**src/rtl/keypad_pkg.sv**
```systemverilog
// Shared types and helpers for the 4x4 keypad matrix scanner.
package keypad_pkg;

  localparam int NUM_COLS = 4;
  localparam int NUM_ROWS = 4;
  localparam int FRAME_W  = NUM_COLS * NUM_ROWS;

  typedef enum logic [1:0] {
    ST_IDLE,
    ST_DEBOUNCE,
    ST_PRESSED,
    ST_RELEASE
  } kp_state_e;

  typedef enum logic [1:0] {
    CLS_NONE,
    CLS_SINGLE,
    CLS_MULTI
  } frame_cls_e;

  typedef struct packed {
    frame_cls_e  cls;
    logic [3:0]  idx;   // bit index {col,row}, meaningful only for CLS_SINGLE
  } frame_class_t;

  // Popcount-style classification of a full scan frame.
  function automatic frame_class_t classify_frame(input logic [FRAME_W-1:0] f);
    frame_class_t r;
    logic [4:0]   cnt;
    cnt   = '0;
    r.idx = '0;
    for (int i = 0; i < FRAME_W; i++) begin
      if (f[i]) begin
        cnt   = cnt + 5'd1;
        r.idx = 4'(i);
      end
    end
    if (cnt == 5'd0)      r.cls = CLS_NONE;
    else if (cnt == 5'd1) r.cls = CLS_SINGLE;
    else                  r.cls = CLS_MULTI;
    return r;
  endfunction

endpackage

```
**src/rtl/sync_2ff.sv**
```systemverilog
// Two-flop synchronizer; resets to all-ones so idle (pulled-up) rows read as released.
module sync_2ff #(
  parameter int WIDTH = 4
) (
  input  logic             clk,
  input  logic             rst,
  input  logic [WIDTH-1:0] d,
  output logic [WIDTH-1:0] q
);

  logic [WIDTH-1:0] meta_q;
  logic [WIDTH-1:0] sync_q;

  // Metastability chain, runs every clk regardless of scan tick.
  always_ff @(posedge clk or negedge rst) begin
    if (!rst) begin
      meta_q <= '1;
      sync_q <= '1;
    end else begin
      meta_q <= d;
      sync_q <= meta_q;
    end
  end

  assign q = sync_q;

endmodule

```
**src/rtl/keypad_matrix_scanner.sv**
```systemverilog
// 4x4 keypad matrix scanner: column strobe, frame capture, debounce FSM.
module keypad_matrix_scanner
  import keypad_pkg::*;
#(
  parameter int DEBOUNCE_SCANS = 4
) (
  input  logic       clk,
  input  logic       rst,
  input  logic       CE,
  input  logic [3:0] row_in,
  output logic [3:0] column,
  output logic [3:0] key_code,
  output logic       key_valid,
  output logic       key_held
);

  localparam logic [3:0] DS = 4'(DEBOUNCE_SCANS);

  logic [3:0]         row_sync;
  logic [3:0]         row_s;
  logic [1:0]         col_idx_q, col_idx_d;
  logic [3:0]         column_q, column_d;
  logic [FRAME_W-1:0] frame_q, frame_d;
  logic [FRAME_W-1:0] frame_full;
  kp_state_e          state_q, state_d;
  logic [3:0]         cand_q, cand_d;
  logic [3:0]         dcnt_q, dcnt_d;
  logic [3:0]         dcnt_inc;
  logic [3:0]         key_code_q, key_code_d;
  logic               key_valid_q, key_valid_d;
  logic               key_held_q, key_held_d;
  logic               frame_done;
  logic               cand_hit;
  frame_class_t       fcls;

  sync_2ff #(.WIDTH(4)) u_row_sync (
    .clk (clk),
    .rst (rst),
    .d   (row_in),
    .q   (row_sync)
  );

  assign row_s = ~row_sync;

  // Current frame with the column being sampled this tick merged in.
  always_comb begin
    frame_full = frame_q;
    frame_full[{col_idx_q, 2'b00} +: 4] = row_s;
  end

  assign frame_done = CE && (col_idx_q == 2'd3);
  assign cand_hit   = frame_full[cand_q];
  assign dcnt_inc   = (dcnt_q == 4'hF) ? 4'hF : dcnt_q + 4'd1;

  // Classify the completed frame.
  always_comb begin
    fcls = classify_frame(frame_full);
  end

  // Next-state logic: scan advance on CE, debounce FSM on frame completion.
  always_comb begin
    col_idx_d   = col_idx_q;
    column_d    = column_q;
    frame_d     = frame_q;
    state_d     = state_q;
    cand_d      = cand_q;
    dcnt_d      = dcnt_q;
    key_code_d  = key_code_q;
    key_valid_d = 1'b0;
    key_held_d  = key_held_q;

    if (CE) begin
      col_idx_d = col_idx_q + 2'd1;
      column_d  = ~(4'b0001 << col_idx_d);
      frame_d   = frame_full;
    end

    if (frame_done) begin
      unique case (state_q)
        ST_IDLE: begin
          if (fcls.cls == CLS_SINGLE) begin
            cand_d = fcls.idx;
            dcnt_d = 4'd1;
            if (DS == 4'd1) begin
              state_d     = ST_PRESSED;
              key_code_d  = fcls.idx;
              key_valid_d = 1'b1;
              key_held_d  = 1'b1;
            end else begin
              state_d = ST_DEBOUNCE;
            end
          end
        end
        ST_DEBOUNCE: begin
          if (fcls.cls == CLS_SINGLE && fcls.idx == cand_q) begin
            dcnt_d = dcnt_inc;
            if (dcnt_inc >= DS) begin
              state_d     = ST_PRESSED;
              key_code_d  = cand_q;
              key_valid_d = 1'b1;
              key_held_d  = 1'b1;
            end
          end else begin
            state_d = ST_IDLE;
            dcnt_d  = 4'd0;
          end
        end
        ST_PRESSED: begin
          // Other keys are ignored while the candidate stays down (no rollover).
          if (!cand_hit) begin
            if (DS == 4'd1) begin
              state_d    = ST_IDLE;
              dcnt_d     = 4'd0;
              key_held_d = 1'b0;
            end else begin
              state_d = ST_RELEASE;
              dcnt_d  = 4'd1;
            end
          end
        end
        ST_RELEASE: begin
          if (!cand_hit) begin
            dcnt_d = dcnt_inc;
            if (dcnt_inc >= DS) begin
              state_d    = ST_IDLE;
              dcnt_d     = 4'd0;
              key_held_d = 1'b0;
            end
          end else begin
            // Release bounce: back to held without a new valid pulse.
            state_d = ST_PRESSED;
            dcnt_d  = 4'd0;
          end
        end
        default: state_d = ST_IDLE;
      endcase
    end
  end

  // State and registered outputs.
  always_ff @(posedge clk or negedge rst) begin
    if (!rst) begin
      col_idx_q   <= 2'd0;
      column_q    <= 4'b1110;
      frame_q     <= '0;
      state_q     <= ST_IDLE;
      cand_q      <= 4'd0;
      dcnt_q      <= 4'd0;
      key_code_q  <= 4'h0;
      key_valid_q <= 1'b0;
      key_held_q  <= 1'b0;
    end else begin
      col_idx_q   <= col_idx_d;
      column_q    <= column_d;
      frame_q     <= frame_d;
      state_q     <= state_d;
      cand_q      <= cand_d;
      dcnt_q      <= dcnt_d;
      key_code_q  <= key_code_d;
      key_valid_q <= key_valid_d;
      key_held_q  <= key_held_d;
    end
  end

  assign column    = column_q;
  assign key_code  = key_code_q;
  assign key_valid = key_valid_q;
  assign key_held  = key_held_q;

endmodule
```
**config.mk**
```make
export PLATFORM = sky130hd
export DESIGN_NAME = keypad_matrix_scanner
export DESIGN_NICKNAME = d
export VERILOG_FILES = /design/src/rtl/keypad_pkg.sv /design/src/rtl/sync_2ff.sv /design/src/rtl/keypad_matrix_scanner.sv
export SDC_FILE = /design/constraint.sdc
export NUM_CORES = 1
export LEC_CHECK = 0
export BUFFER_PORTS_ARGS = -buffer_cell sky130_fd_sc_hd__buf_2
export CAP_MARGIN = 20
export CORE_ASPECT_RATIO = 2
export CORE_MARGIN = 4
export CORE_UTILIZATION = 27
export CTS_CLUSTER_SIZE = 14
export DETAILED_ROUTE_END_ITERATION = 10
export PLACE_DENSITY = 0.39
export REMOVE_ABC_BUFFERS = 1
export SYNTH_ARGS = -nofsm -noshare
export SYNTH_HDL_FRONTEND = slang
export SYNTH_SLANG_ARGS = --single-unit
```
**constraint.sdc**
```tcl
create_clock -name clk -period 13.85 [get_ports clk]
set_clock_uncertainty 0.1 [all_clocks]
set_input_delay 0 -clock clk [delete_from_list [all_inputs] [get_ports clk]]
set_output_delay 0 -clock clk [all_outputs]
set_load 0.03 [all_outputs]
```
==> impl_results.md <==
* Outcome: finished, final reports clean
* CP Buf/Inv Count at 3
* Max FO, Critical Path at 19
* CP Class: flip-flop to flip-flop
* Synth Instances at 456
* Sequential element share of the synthesized area at 27.43%
* Fmax at 80.20 MHz
* Crit start category: flip-flop
* Layout cells sized above 1 at 19.11%
* Row cnt at 64
* CTS tree: yes
* Most frequent cell after synthesis: nand2_1
* Die area at 0.01792 mm²
* Fillcell total at 1643
* RSZ-0062 raised after global routing: no
* CTS resizes at 0
* CP top delay family: adder cells
* Top FF cell, synth: dfrtp_1
* Layout Nets at 498
* Area of the multi-input gates at 0.002919 mm²
* First-pass GRT wire length at 19.97 mm
* Netlist cell types at 72
* Largest net degree at the start of global routing at 47
* Post-synthesis cell area at 0.004247 mm²
* Root Driver: clkbuf_16
* Most used cell, CP: ha_1
* Setup Viol. Count Final at 0
* Register area at 0.001165 mm²
* Die Wd at 96.68 µm
* Number of synthesized flops with an enable pin at 0
* Worst Hold Class: primary input to asynchronous set/reset pin
* Top cell type's share of synthesized area at 20.62%
* Initial DRC Count at 125
* Synthesized area per cell at 9.313 µm²
* Final min period at 12.47 ns
* Clock-pin transition on the worst setup and hold timing paths at 0.07 ns
* Ant. Diodes at 0
* CORE AREA at 0.01537 mm²
* Htree depth at 2
* Post-synthesis cell type with the largest combined area: dfrtp_1
* IO Count at 17
* Post-synthesis async set-or-reset flop share at 100.0%
* Fin crit share at 90.03%
* Crit-path slowest cell: dfrtp_1
* Vias in the first global route at 3734
* Vias per inst at 5.163
* Ys Warns at 0
* Placed cell count at 655
* Post-Route WL at 12.17 mm
* Overflow left after global routing at 0
* Input/output buffers at 16
* Setup crit end kind: flip-flop
* Initial antenna violation count at 0
* Clock Latency Late Sink at 0.29 ns
* GRT Resource Usage Total at 14.05%
* Top cells by instance count after synthesis: nand2_1, dfrtp_1, nor2_1, xnor2_1, mux2_2
* Relative slew slack at 34.21%
* Flop and latch count out of synthesis at 46
* Setup ws final at 1.381 ns
* Total CTS buffers at 5
* Synth top area cells: dfrtp_1, dfstp_2, mux2_2
* WP data arrival at 12.54 ns
* Final ANT Viol Nets at 0
* Initial Utilization at 27.62%
* Crit path largest cell delay at 0.77 ns
* Worst slack, placed at 1.334 ns
* Via count at 3454
* Hpwl dp at 9.812 mm
* Setup_tns at 0 ns
* Area after DPL at 0.004506 mm²
* Clock sink count at 46
* Critical Path RT at 13.92 ns
* Deepest clock path buffer count at 2
* Max Cap Viol at 0
* DRC viols at 0
* Worst slew pin tran at 0.9869 ns
* Max Slew Vio Count at 0
* Non-filler instance count after layout at 669
* Die height at 185.4 µm
* Routability cong. at 0.7567
* Finished Cell Area at 0.004712 mm²
* Area grow syn2layout at 10.96%
* WL per Instance at 18.20 µm
* Total iterations of the first detailed-routing run at 4
* Final Hold Fails at 0
[per-layer routing]
layer  global-route usage, %  wire length [µm]
met1                   12.87              4228
met2                   30.98              7455
met3                   1.319               195
met4                   4.387               293
met5                       0                 0
[cell usage in the layout, fill, tap and decap left out, types with 4 or more instances in the layout]
master / Yosys / layout
a21oi_1: 19 / 19
mux2i_1: 19 / 19
o211ai_1: 4 / 4
mux4_2: 5 / 5
nor2b_1: 5 / 5
mux2_4: 4 / 4
nor4bb_1: 4 / 4
dfstp_2: 11 / 11
dfrtp_1: 35 / 35
nor3_1: 16 / 16
xnor2_2: 4 / 4
o22ai_1: 6 / 6
nor4_1: 6 / 6
a31oi_1: 7 / 7
xor2_1: 12 / 12
buf_2: 4 / 16
o21ai_0: 21 / 21
nand3_1: 9 / 9
clkbuf_16: 0 / 5
inv_1: 21 / 21
or4_1: 4 / 4
nor2_1: 35 / 35
xnor2_1: 28 / 28
o21a_1: 6 / 6
dlygate4sd3_1: 0 / 6
nand2_1: 41 / 41
mux2_2: 24 / 24
ha_1: 21 / 21
nand2b_1: 6 / 6
or3_1: 5 / 5
[tightest hold or removal path: stages]
cell	delay [ns]
dlygate4sd3_1	0.51
buf_2	0.09
buf_4	0.49
[stage by stage]
stage | util (%) | hold slack, ns
floorplan | - | -0.3956
global placement | 29.30 | 0.005233
detailed placement | 29.30 | 0.006162
CTS | 30.65 | 0.2453
global route | 30.65 | 0.2594
finish | 30.65 | 0.2454
[state kept, by name (all words and copies together) (netlist names), 4 cells and up]
register / flops
cand_q: 4
column: 4
dcnt_q: 4
frame_q: 16
key_code: 4
u_row_sync.meta_q: 4
u_row_sync.q: 4
[worst paths after layout]
path / slack (ns) / startpoint / depth (start not counted) / endpoint
worst min-delay path: 0.25 / rst / 3 / frame_q[0]
worst min register to register: 0.26 / u_row_sync.meta_q[3] / 0 / u_row_sync.q[3]
worst max-delay path: 1.38 / col_idx_q[0] / 49 / key_code[3]
worst max register to register: 1.38 / col_idx_q[0] / 49 / key_code[3]
max in group asynchronous: 13.01 / rst / 3 / dcnt_q[2]
min in group clk: 0.25 / row_in[3] / 2 / u_row_sync.meta_q[3]
[layout make-up]
cell class                      count  share of cell area, %
Timing Repair Buffer               24                  3.293
Clock buffer                        5                  2.655
Multi-Input combinational cell    372                  61.95
Inverter                           21                  1.673
Tap cell                          198                  5.258
Clock inverter                      3                 0.4514
Sequential cell                    46                  24.72
[kinds of logic after synthesis]
family / share of synthesized area (%)
buffers and inverters: 3.830
muxes: 15.17
DFF: 27.43
xor gates and xnor gates: 11.81
adders and majority gates: 6.187
AOI/OAI and AO/OA: 15.91
and+or+nand+nor: 19.65
[what timing repair did]
action / in CTS / in global routing
buffers inserted: 0 / 0
hold endpoints to repair: 41 / 0
hold buffers: 6 / 0
Power is left out: the tool's default activity adds up to more than one toggle a clock period on the data nets, which glitch-free logic cannot reach.
